### src/rtl/uart_receiver.sv
// 8N1 UART receiver: two-flop synchronizer, mid-bit sampling, Ready/FrameErr pulses.
// Define RX_MAJORITY_VOTE_EN to sample with a 3-value majority vote of the line.
module uart_receiver #(
    parameter logic [15:0] DIVIDER = 16'd5208
) (
    input  logic       clk,
    input  logic       rst,
    input  logic       RxD,
    output logic [7:0] data,
    output logic       Ready,
    output logic       FrameErr,
    output logic       Busy
);

    typedef enum logic [1:0] {
        IDLE,
        START,
        DATA,
        STOP
    } state_t;

    localparam logic [15:0] HALF_LAST = (DIVIDER >> 1) - 16'd1;
    localparam logic [15:0] FULL_LAST = DIVIDER - 16'd1;

    state_t      state_q, state_d;
    logic [15:0] tick_q, tick_d;
    logic [2:0]  bit_idx_q, bit_idx_d;
    logic [7:0]  shift_q, shift_d;
    logic [7:0]  data_q, data_d;
    logic        ready_q, ready_d;
    logic        frame_err_q, frame_err_d;

    logic        rx_meta_q, rx_meta_d;
    logic        line_q, line_d;
    logic        line_prev_q, line_prev_d;
    logic        sample;

    always_comb begin
        rx_meta_d   = RxD;
        line_d      = rx_meta_q;
        line_prev_d = line_q;
    end

`ifdef RX_MAJORITY_VOTE_EN
    logic line_prev2_q, line_prev2_d;

    always_comb line_prev2_d = line_prev_q;

    always_ff @(posedge clk or posedge rst) begin
        if (rst) line_prev2_q <= 1'b0;
        else     line_prev2_q <= line_prev2_d;
    end

    assign sample = (line_q & line_prev_q) | (line_q & line_prev2_q) | (line_prev_q & line_prev2_q);
`else
    assign sample = line_q;
`endif

    always_comb begin
        state_d     = state_q;
        tick_d      = tick_q + 16'd1;
        bit_idx_d   = bit_idx_q;
        shift_d     = shift_q;
        data_d      = data_q;
        ready_d     = 1'b0;
        frame_err_d = 1'b0;
        case (state_q)
            IDLE: begin
                tick_d = '0;
                if (line_prev_q && !line_q) state_d = START;
            end
            START: begin
                if (tick_q == HALF_LAST) begin
                    tick_d    = '0;
                    bit_idx_d = '0;
                    state_d   = sample ? IDLE : DATA;
                end
            end
            DATA: begin
                if (tick_q == FULL_LAST) begin
                    tick_d    = '0;
                    shift_d   = {sample, shift_q[7:1]};
                    bit_idx_d = bit_idx_q + 3'd1;
                    if (bit_idx_q == 3'd7) state_d = STOP;
                end
            end
            STOP: begin
                // Leaving mid-stop-bit lets a back-to-back start edge be caught.
                if (tick_q == FULL_LAST) begin
                    tick_d  = '0;
                    state_d = IDLE;
                    if (sample) begin
                        data_d  = shift_q;
                        ready_d = 1'b1;
                    end else begin
                        frame_err_d = 1'b1;
                    end
                end
            end
            default: begin
                tick_d  = '0;
                state_d = IDLE;
            end
        endcase
    end

    always_ff @(posedge clk or posedge rst) begin
        if (rst) begin
            state_q     <= IDLE;
            tick_q      <= '0;
            bit_idx_q   <= '0;
            shift_q     <= '0;
            data_q      <= '0;
            ready_q     <= 1'b0;
            frame_err_q <= 1'b0;
            rx_meta_q   <= 1'b0;
            line_q      <= 1'b0;
            line_prev_q <= 1'b0;
        end else begin
            state_q     <= state_d;
            tick_q      <= tick_d;
            bit_idx_q   <= bit_idx_d;
            shift_q     <= shift_d;
            data_q      <= data_d;
            ready_q     <= ready_d;
            frame_err_q <= frame_err_d;
            rx_meta_q   <= rx_meta_d;
            line_q      <= line_d;
            line_prev_q <= line_prev_d;
        end
    end

    assign data     = data_q;
    assign Ready    = ready_q;
    assign FrameErr = frame_err_q;
    assign Busy     = (state_q != IDLE);

endmodule

### config.mk
export PLATFORM = sky130hd
export DESIGN_NAME = uart_receiver
export DESIGN_NICKNAME = d
export VERILOG_FILES = /design/src/rtl/uart_receiver.sv
export SDC_FILE = /design/constraint.sdc
export NUM_CORES = 1
export LEC_CHECK = 0
export CORE_MARGIN = 3
export CORE_UTILIZATION = 31
export DETAILED_ROUTE_END_ITERATION = 16
export GPL_TIMING_DRIVEN = 0
export HOLD_SLACK_MARGIN = 0.08
export PLACE_DENSITY = 0.5
export REMOVE_ABC_BUFFERS = 1
export SETUP_SLACK_MARGIN = 0.3
export SLEW_MARGIN = 0
export SYNTH_ARGS = -nofsm -noshare
export SYNTH_HDL_FRONTEND = slang
export SYNTH_SLANG_ARGS = --single-unit
### constraint.sdc
create_clock -name clk -period 4.87 [get_ports clk]
set_input_delay 0.974 -clock clk [delete_from_list [all_inputs] [get_ports clk]]
set_output_delay 0.974 -clock clk [all_outputs]
set_load 0.05 [all_outputs]
After elaboration in Yosys (flattened, before gate mapping)
Cells that the tools add are included.
- bits in registers: 42
- bits of input ports: 3
- output and inout bits: 11
- logic and storage cells: 52
- add/subtract/negate cells: 2
- equal/unequal tests: 11
- multiplexer cells: 19
- reduce and logical (&&, ||, !) cells: 10
- operators with widths (operator ; count):
    $pmux W16 S3 ; 1
    $mux W16 ; 2
    $add A16 B1 Y16 const B ; 1
    $eq A16 B12 Y1 const B ; 1
    $eq A16 B13 Y1 const B ; 1
    $mux W2 ; 6
    $ne A2 B2 Y1 const B ; 5
    $pmux W2 S4 ; 1
    $mux W1 ; 6
    $mux W3 ; 2
    $pmux W3 S2 ; 1
    $reduce_and A3 Y1 ; 2
    $reduce_and A5 Y1 ; 1
    $eq A2 B2 Y1 const B ; 2
    $reduce_bool A2 Y1 ; 2
    $add A3 B1 Y3 const B ; 1
    $eq A3 B3 Y1 const B ; 1
    $eq A2 B1 Y1 const B ; 1
    $logic_not A2 Y1 ; 1
    $reduce_and A2 Y1 ; 1
    $reduce_or A2 Y1 ; 1
    $logic_and A1 B1 Y1 ; 1
    $logic_not A1 Y1 ; 1

Logic depth before layout (Yosys ltp)
- word-level depth: 4
- gate-level depth with buffers: 7

Worst setup path after synthesis
Ideal clock, no wire load.
- kind: reg2out
- from: register with a tool-made name
- to: output port Busy
- data arrival time: 1.037 ns
- data required time: 3.896 ns
- path slack: 2.859 ns
- cell stages (with the launch flop): 4
- cells stage by stage: dfrtp_1 clkbuf_1 inv_1 nand2_1
- RTL lines (item ; line ; source):
    end: declaration ; 12 ; output logic Busy

==> impl_results.md <==
- Total power: 698 uW
- Top cell type by total area after synthesis: dfrtp_1
- Global-route wire length before repair: 5870 um
- Status: finished, final reports clean
- DRT antenna net count: 0
- CP max stage cell: clkdlybuf4s50_1
- Setup TNS: 0 ns
- ANT cells: 0
- Gpl congestion: 0.806
- Final hold violation count: 0
- Leak pwr: 0.988 nW
- PostCTS Resize Cnt: 0
- Routed length per placed instance: 13.4 um
- Drt pass-1 iters: 5
- Clk pin slew, worst setup/hold paths: 0.09 ns
- Initial Util: 0.331
- DRC errors left: 0
- Detail Placement HPWL: 2410 um
- Hold Path Class: register to register
- IO buf count: 13
- PwrDens: 320 nW/um^2
- Crit share post-route: 0.574
- Commonest cells after routing, fill and taps aside: dfrtp_1 (42), nor2_1 (20), mux2_2 (16)
- Clk_skew: 0.00926 ns
- Clk pwr share: 0.323
- RSZ-0062 raised after global routing: no
- Share of power burned in registers: 0.576
- Mapped cell area: 1890 sq um
- Clock sink count: 42
- Int Power: 502 uW
- Setup violators final: 0
- Syn Area/Cell: 12.0 sq um
- Unique masters post-synth: 35
- Final wirelength: 3320 um
- MaxCap Viol Count: 0
- Worst path buffer plus inverter count: 2
- CP Launch Type: register
- Register area: 1050 sq um
- CP top delay family: buffers and inverters
- FP Rows: 27
- Root buf cell: clkbuf_8
- Vias in the first global route: 1,231
- Routed vias/inst: 4.89
- Grt ovf: 0
- Worst-margin pin slew: 0.849 ns
- Worst vdd ir: 0.181 mV
- Switching Power: 196 uW
- Slew HR: 0.433
- Share of cells above drive strength 1: 0.200
- TritonCTS Buffers: 5
- Worst path max stage delay: 0.81 ns
- FILL cells: 545
- Core area: 5710 sq um
- Crit Path Category: register to output port
- H-tree Lvls: 2
- Switching share of power: 0.281
- Setup Fix Bufs, Post-CTS: 0
- # hold bufs at CTS: 0
- Pins Over Slew Limit: 0
- Die Wd: 84.1 um
- Main area contributors after synthesis: dfrtp_1 (56%), mux2_2 (9.5%), nor2_1 (4.0%), xor2_1 (3.7%), xnor2_1 (2.8%)
- Sequential-to-total area share from yosys stat: 0.556
- Critical Path RT: 3.90 ns
- WHS: 0.350 ns
- Commonest non-fill, non-tap cell in the layout: dfrtp_1
- Largest fanout on the critical path: 8
- Max Buffers Root-to-Sink: 2
- Total die area: 7080 sq um
- Synth warnings: 0
- Area of the multi-input gates: 807 sq um
- Detailed-route via count: 1,208
- # nets final: 180
- Top-area cell type share of the netlist area: 0.556
- Largest net degree at the start of global routing: 43
- Top Ports: 14
- CP Cell Sequence: inv_1, nand2_1, clkdlybuf4s50_1
- Die height: 84.1 um
- Synthesis-stage register bit count: 42
- Worst skew pair latency: 0.29 ns
- Comb power frac: 0.101
- Final min period: 2.79 ns
- Worst Slack Setup Final: 2.08 ns
- Crit. End Element: output port
- Crit path DAT: 1.82 ns
- CTS tree: built
- Cells after Synth: 157
- DR iter-0 viols: 33
- Max Freq: 358 MHz
- Initial antenna violation count: 0
- Total GRT Usage: 0.101
- P&R area growth vs syn: 15.3%
- Pre-CTS WS: 2.41 ns
cells in the mapped netlist (all sizes together):
cell type and number:
mux2 17, nor3 5, or4b 1, or3 4, nand4 4, o31ai 1
and3 6, nand3 8, a22o 2, ha 3, nor4 4, inv 3
nor3b 1, nor2 21, dfrtp 42, buf 2, nor2b 1, nand2 10
o21ai 1, and2 1, or4 1, xnor2 6, and4bb 1, xor2 8
clkbuf 1, a21oi 1, a31oi 1, a311oi 1
worst register-to-register path: stages (launching register included):
cell,delay (ns)
dfrtp_1,0.42
ha_1,0.27
and4bb_1,0.25
nand3_1,0.15
or3_1,0.41
nor2_4,0.25
mux2_2,0.38
registers in the layout, summed over array words and instances, names as in the netlist, 3 cells and up, named ones only:
register and flops:
tick_q 16, data 8, bit_idx_q 3, shift_q 8
metal layers:
metal | share of wire | vias to the layer above | wire [um] | track usage
met3 | 0.029 | 2 | 97 | 0.0247
met2 | 0.50 | 15 | 1650 | 0.159
li1 | - | 581 | - | -
met5 | 0 | - | 0 | 0
met4 | 0.0054 | 0 | 18 | 0.0336
met1 | 0.47 | 610 | 1560 | 0.137
power groups by stage:
stage | clock (mW) | combinational (mW) | sequential (mW)
finish | 0.225 | 0.0707 | 0.402
global route | 0.254 | 0.0802 | 0.408
CTS | 0.237 | 0.0727 | 0.402
detailed placement | 0 | 0.0720 | 0.410
global placement | 0 | 0.0683 | 0.407
floorplan | 0 | 0.0552 | 0.401
per-stage QoR:
stage / instance area [sq um] / util / instances
after floorplan: 1870 / - / 154
after global routing: 2180 / 0.382 / 247
after detailed placement: 2090 / 0.366 / 239
after global placement: 2090 / 0.366 / 239
after CTS: 2180 / 0.382 / 247
final: 2180 / 0.382 / 247
layout make-up:
class,count,share of cell area
multi-input cells,109,0.370
inverters,3,0.00516
repair buffers,13,0.0596
clock buffers,5,0.0315
clock inverters,3,0.0109
well taps,72,0.0413
flip-flops and latches,42,0.482
cells by family after synthesis:
family | share of synthesized area
multiplexers | 0.103
XOR/XNOR | 0.0648
buffers and inverters | 0.0179
AND/OR/NAND/NOR | 0.206
AO/OA/AOI/OAI | 0.0324
flip-flops | 0.556
adder cells (fa/ha/maj) | 0.0198
worst paths after layout:
path / from / slack [ns] / cells past startpoint / end
setup / recovery: register / 2.08 / 3 / Busy
hold / removal: line_d / 0.35 / 0 / line_prev_d
setup reg to reg: tick_q[0] / 2.64 / 6 / data[2]
hold reg to reg: line_d / 0.35 / 0 / line_prev_d
max in group asynchronous: rst / 3.16 / 2 / tick_q[8]
min in group asynchronous: rst / 1.17 / 2 / data[2]
Power figures use the tool's default switching activity.
==> edit 1, RTL diff (same settings) <==
The 4 states of `state_t` get a one-hot encoding in 4 bits.
--- a/src/rtl/uart_receiver.sv
+++ b/src/rtl/uart_receiver.sv
@@ -14,7 +14,7 @@
 
-    typedef enum logic [1:0] {
-        IDLE,
-        START,
-        DATA,
-        STOP
+    typedef enum logic [3:0] {
+        IDLE  = 4'b0001,
+        START = 4'b0010,
+        DATA  = 4'b0100,
+        STOP  = 4'b1000
     } state_t;
Check against the original RTL: same outputs for any inputs over 10 cycles, from zero or initial values and one cycle with rst high; not proved beyond that.
==> edit 1 against the unedited design <==
Synthesized area rose by 13%. Final area up 13%. Utilization down 0.44 points. Worst setup slack worse by 100 ps. Wire length up 26%. Clock skew shrank 4.4 ps. Clock power grew 28%. Sequential cell count increased by 2. Power grew 7.1%.
==> edit 1: results <==
detailed_routing:
  viasPerCell: 5.19
  drt-initial-drc-count: 88
  firstDrtPassIters: 4
  wl_per_cell_um: 15.1
critical_path:
  cp-endpoint: "Busy"
  reg2reg_slack_ps: 2350
  cp_top_family: "buffers and inverters"
  rr_endpoint: "tick_q[1]"
  crit_arrival_ps: 1920
  cp_max_fo: 10
  max_stage_delay_ps: 710
  reg2reg_depth: 5
  worstSetupStartpoint: "state_q[0]"
  r2r-start: "tick_q[0]"
  crit_path_top_delay_cell: "clkdlybuf4s50_1"
placement:
  place.port_buffers: 13
  routabilityCongestion: 0.749
  post-dp-hpwl_mm: 2.91
  dpl_cell_area_um2: 2350
run_status:
  status: "finished, final reports clean"
layout:
  largest_register_ff_count: 16
  layout-drive-gt1-share: 0.183
  antennaDiodeCount: 0
  nets: 207
  top_register: "tick_q"
grt:
  grt_pass1_wl_mm: 7.31
  grt_pass1_vias: 1410
  globalRouteMet1Util: 0.180
  grtUsageTotal: 0.120
  met2_usage: 0.167
  grt_max_degree: 24
  met3_usage: 0.0369
  antenna_found_initial: 0
clocking:
  worstSkewPairLatency_ps: 300
  cts_resized: 0
  max-clock-path-buffers: 2
  cts-root-buf: "clkbuf_8"
  cts_buffers: 5
  clk_pin_slew_ps: 90
  postCtsSetupBuffers: 0
  cts_max_level: 2
power_and_ir_drop:
  cellLeakagePower_nw: 1.04
  peakVddDrop_mv: 0.137
min_path:
  hold_path_class: "register to register"
sta:
  clock-skew-final_ps: 4.83
  setup_viol: 0
  tightest_slew_ps: 1250
logic_synthesis:
  synth_area_leaders: "dfrtp_1 50%, mux2_2 8.4%, xor2_1 3.3%"
  synth_common_cells: "43 x dfrtp_1, 16 x mux2_2, 12 x a21oi_1, 9 x nand3_1"
  yosysWarnings: 0
  async_flop_share: 1.00
  synthFlopType: "dfrtp_1"
  ys_seq_area_frac: 0.516
  yosys.cell_types.count: 47
==> edit 1: stage by stage <==
stage / std cells / power [W] / hold slack (ps) / utilization / setup WS [ps]
finish: 279 / 0.000748 / 355 / 0.378 / 1980
global route: 279 / 0.000785 / 361 / 0.378 / 1900
CTS: 279 / 0.000758 / 356 / 0.378 / 1960
detailed placement: 271 / 0.000469 / 335 / 0.360 / 2290
global placement: 270 / 0.000466 / 337 / 0.356 / 1870
floorplan: 180 / 0.000443 / 331 / - / 2850
==> edit 1: where the power goes <==
group	total (W)	internal [W]	leakage, nW	switching, W
registers	0.000390	0.000375	0.604	0.0000155
clock network	0.000288	0.000155	0.0548	0.000133
logic	0.0000699	0.0000263	0.385	0.0000436
total	0.000748	0.000555	1.04	0.000192
==> edit 1: how the worst min path moves through the flow <==
stage | startpoint | slack (ps) | cells past startpoint | end
after floorplan | line_d | 330 | 0 | line_prev_d
after global placement | line_d | 340 | 0 | line_prev_d
after detailed placement | line_d | 330 | 0 | line_prev_d
after CTS | line_d | 360 | 0 | line_prev_d
after global routing | line_d | 360 | 0 | line_prev_d
final | line_d | 360 | 0 | line_prev_d
==> edit 1: area by class of cell <==
cell class | instances | area, µm²
Clock buffer | 5 | 68.8
Multi-Input combinational cell | 134 | 988
Fill cell | 640 | 4060
Inverter | 2 | 7.51
Tap cell | 77 | 96.3
Clock inverter | 3 | 46.3
Timing Repair Buffer | 14 | 158
Sequential cell | 44 | 1100
==> edit 1: routing by layer <==
layer  vias to the layer above  part of all wire
li1                        714                 -
met1                       712              0.52
met2                        21              0.44
met3                         2             0.032
met4                         0            0.0062
met5                         -                 0
==> edit 1: kinds of logic after synthesis <==
logic type      after synthesis  share of synthesized area
fa+ha+maj                     3                     0.0176
xor+xnor                     14                     0.0573
buf+inv                      11                     0.0222
simple gates                 68                      0.207
compound gates               31                     0.0860
flops                        44                      0.516
mux                          18                     0.0942
==> edit 2, RTL diff (same settings) <==
Made on the original files. The option `RX_MAJORITY_VOTE_EN` is turned on by a define.
--- a/src/rtl/uart_receiver.sv
+++ b/src/rtl/uart_receiver.sv
@@ -2,2 +2,4 @@
 // Define RX_MAJORITY_VOTE_EN to sample with a 3-value majority vote of the line.
+`define RX_MAJORITY_VOTE_EN
+
 module uart_receiver #(
Check against the original RTL: no difference found for any inputs over 10 cycles, from zero or initial values and one cycle with rst high; that may be too few to reach the edited logic, so the function may still have changed.
==> edit 2 against the unedited design <==
Register-to-register slack worse by 150 ps. Wire length is 19% higher. Critical path depth is the same. Hold slack better by 11 ps. Clock power is 22% higher. Synthesized area up 5.9%. Worst setup slack gained 97 ps. Power up 15%. Final area grew 6.0%. Combinational power increased by 41%. Sequential cell count grew 1. Die area rose by 5.5%. Count of clock-buffer cells in the layout is the same.
==> edit 2: results <==
logic_synthesis:
  yosys.cell_types.count: 40
  syn-instance-count: 173
  synth_common_cells: "43 x dfrtp_1, 16 x mux2_2, 11 x a21oi_1, 9 x nand3_1, 9 x or3_1"
  synth_area_leaders: "dfrtp_1 54%, mux2_2 9.0%, or3_1 2.8%"
  ys_seq_area_frac: 0.537
sta:
  slew_headroom: 0.414
  whs_ps: 361
power_and_ir_drop:
  peakVddDrop_mv: 0.136
  cellLeakagePower_nw: 1.02
layout:
  layout-drive-gt1-share: 0.165
  nets: 193
  fillers: 601
critical_path:
  cp_max_fo: 6
  crit_arrival_ps: 1720
  max_stage_delay_ps: 790
  rr_endpoint: "tick_q[1]"
  reg2reg_depth: 5
detailed_routing:
  firstDrtPassIters: 4
  dr_wl_met2_mm: 2.01
  dr_wl_met3_um: 162
  vias: 1390
  wl_mm: 3.94
  drt-initial-drc-count: 65
placement:
  dpl_cell_area_um2: 2200
  place_inst: 255
  routabilityCongestion: 0.795
grt:
  met3_usage: 0.0342
  globalRouteMet1Util: 0.145
  grtUsageTotal: 0.118
  grt_pass1_vias: 1458
  grt_pass1_wl_mm: 7.03
run_status:
  status: "finished, final reports clean"
edit 2: stage by stage:
step,total power (W),worst slack [ps]
2_1_floorplan,0.000506,2740
3_3_place_gp,0.000530,2080
3_5_place_dp,0.000540,2490
4_1_cts,0.000819,2170
5_1_grt,0.000858,2080
6_report,0.000805,2170
edit 2: cell type report:
class	count	share of cell area
inverter	7	0.0114
tap	75	0.0406
multi-input combinational	117	0.378
timing repair buffer	13	0.0563
clock inverter	3	0.0189
sequential	43	0.465
clock buffer	5	0.0298
edit 2: cells by family (layout without fill, tap and decap cells):
kind of cell	Yosys count	after routing	share of synthesized area
compound gates	30	30	0.0931
simple gates	54	54	0.170
flops	43	43	0.537
fa+ha+maj	3	3	0.0187
mux	21	21	0.115
xor+xnor	9	9	0.0394
buf+inv	13	28	0.0269
edit 2: power by group:
part | internal (W) | leakage [nW] | switching, W
registers | 0.000387 | 0.573 | 0.0000436
clock network | 0.000153 | 0.0581 | 0.000122
logic | 0.0000451 | 0.393 | 0.0000543
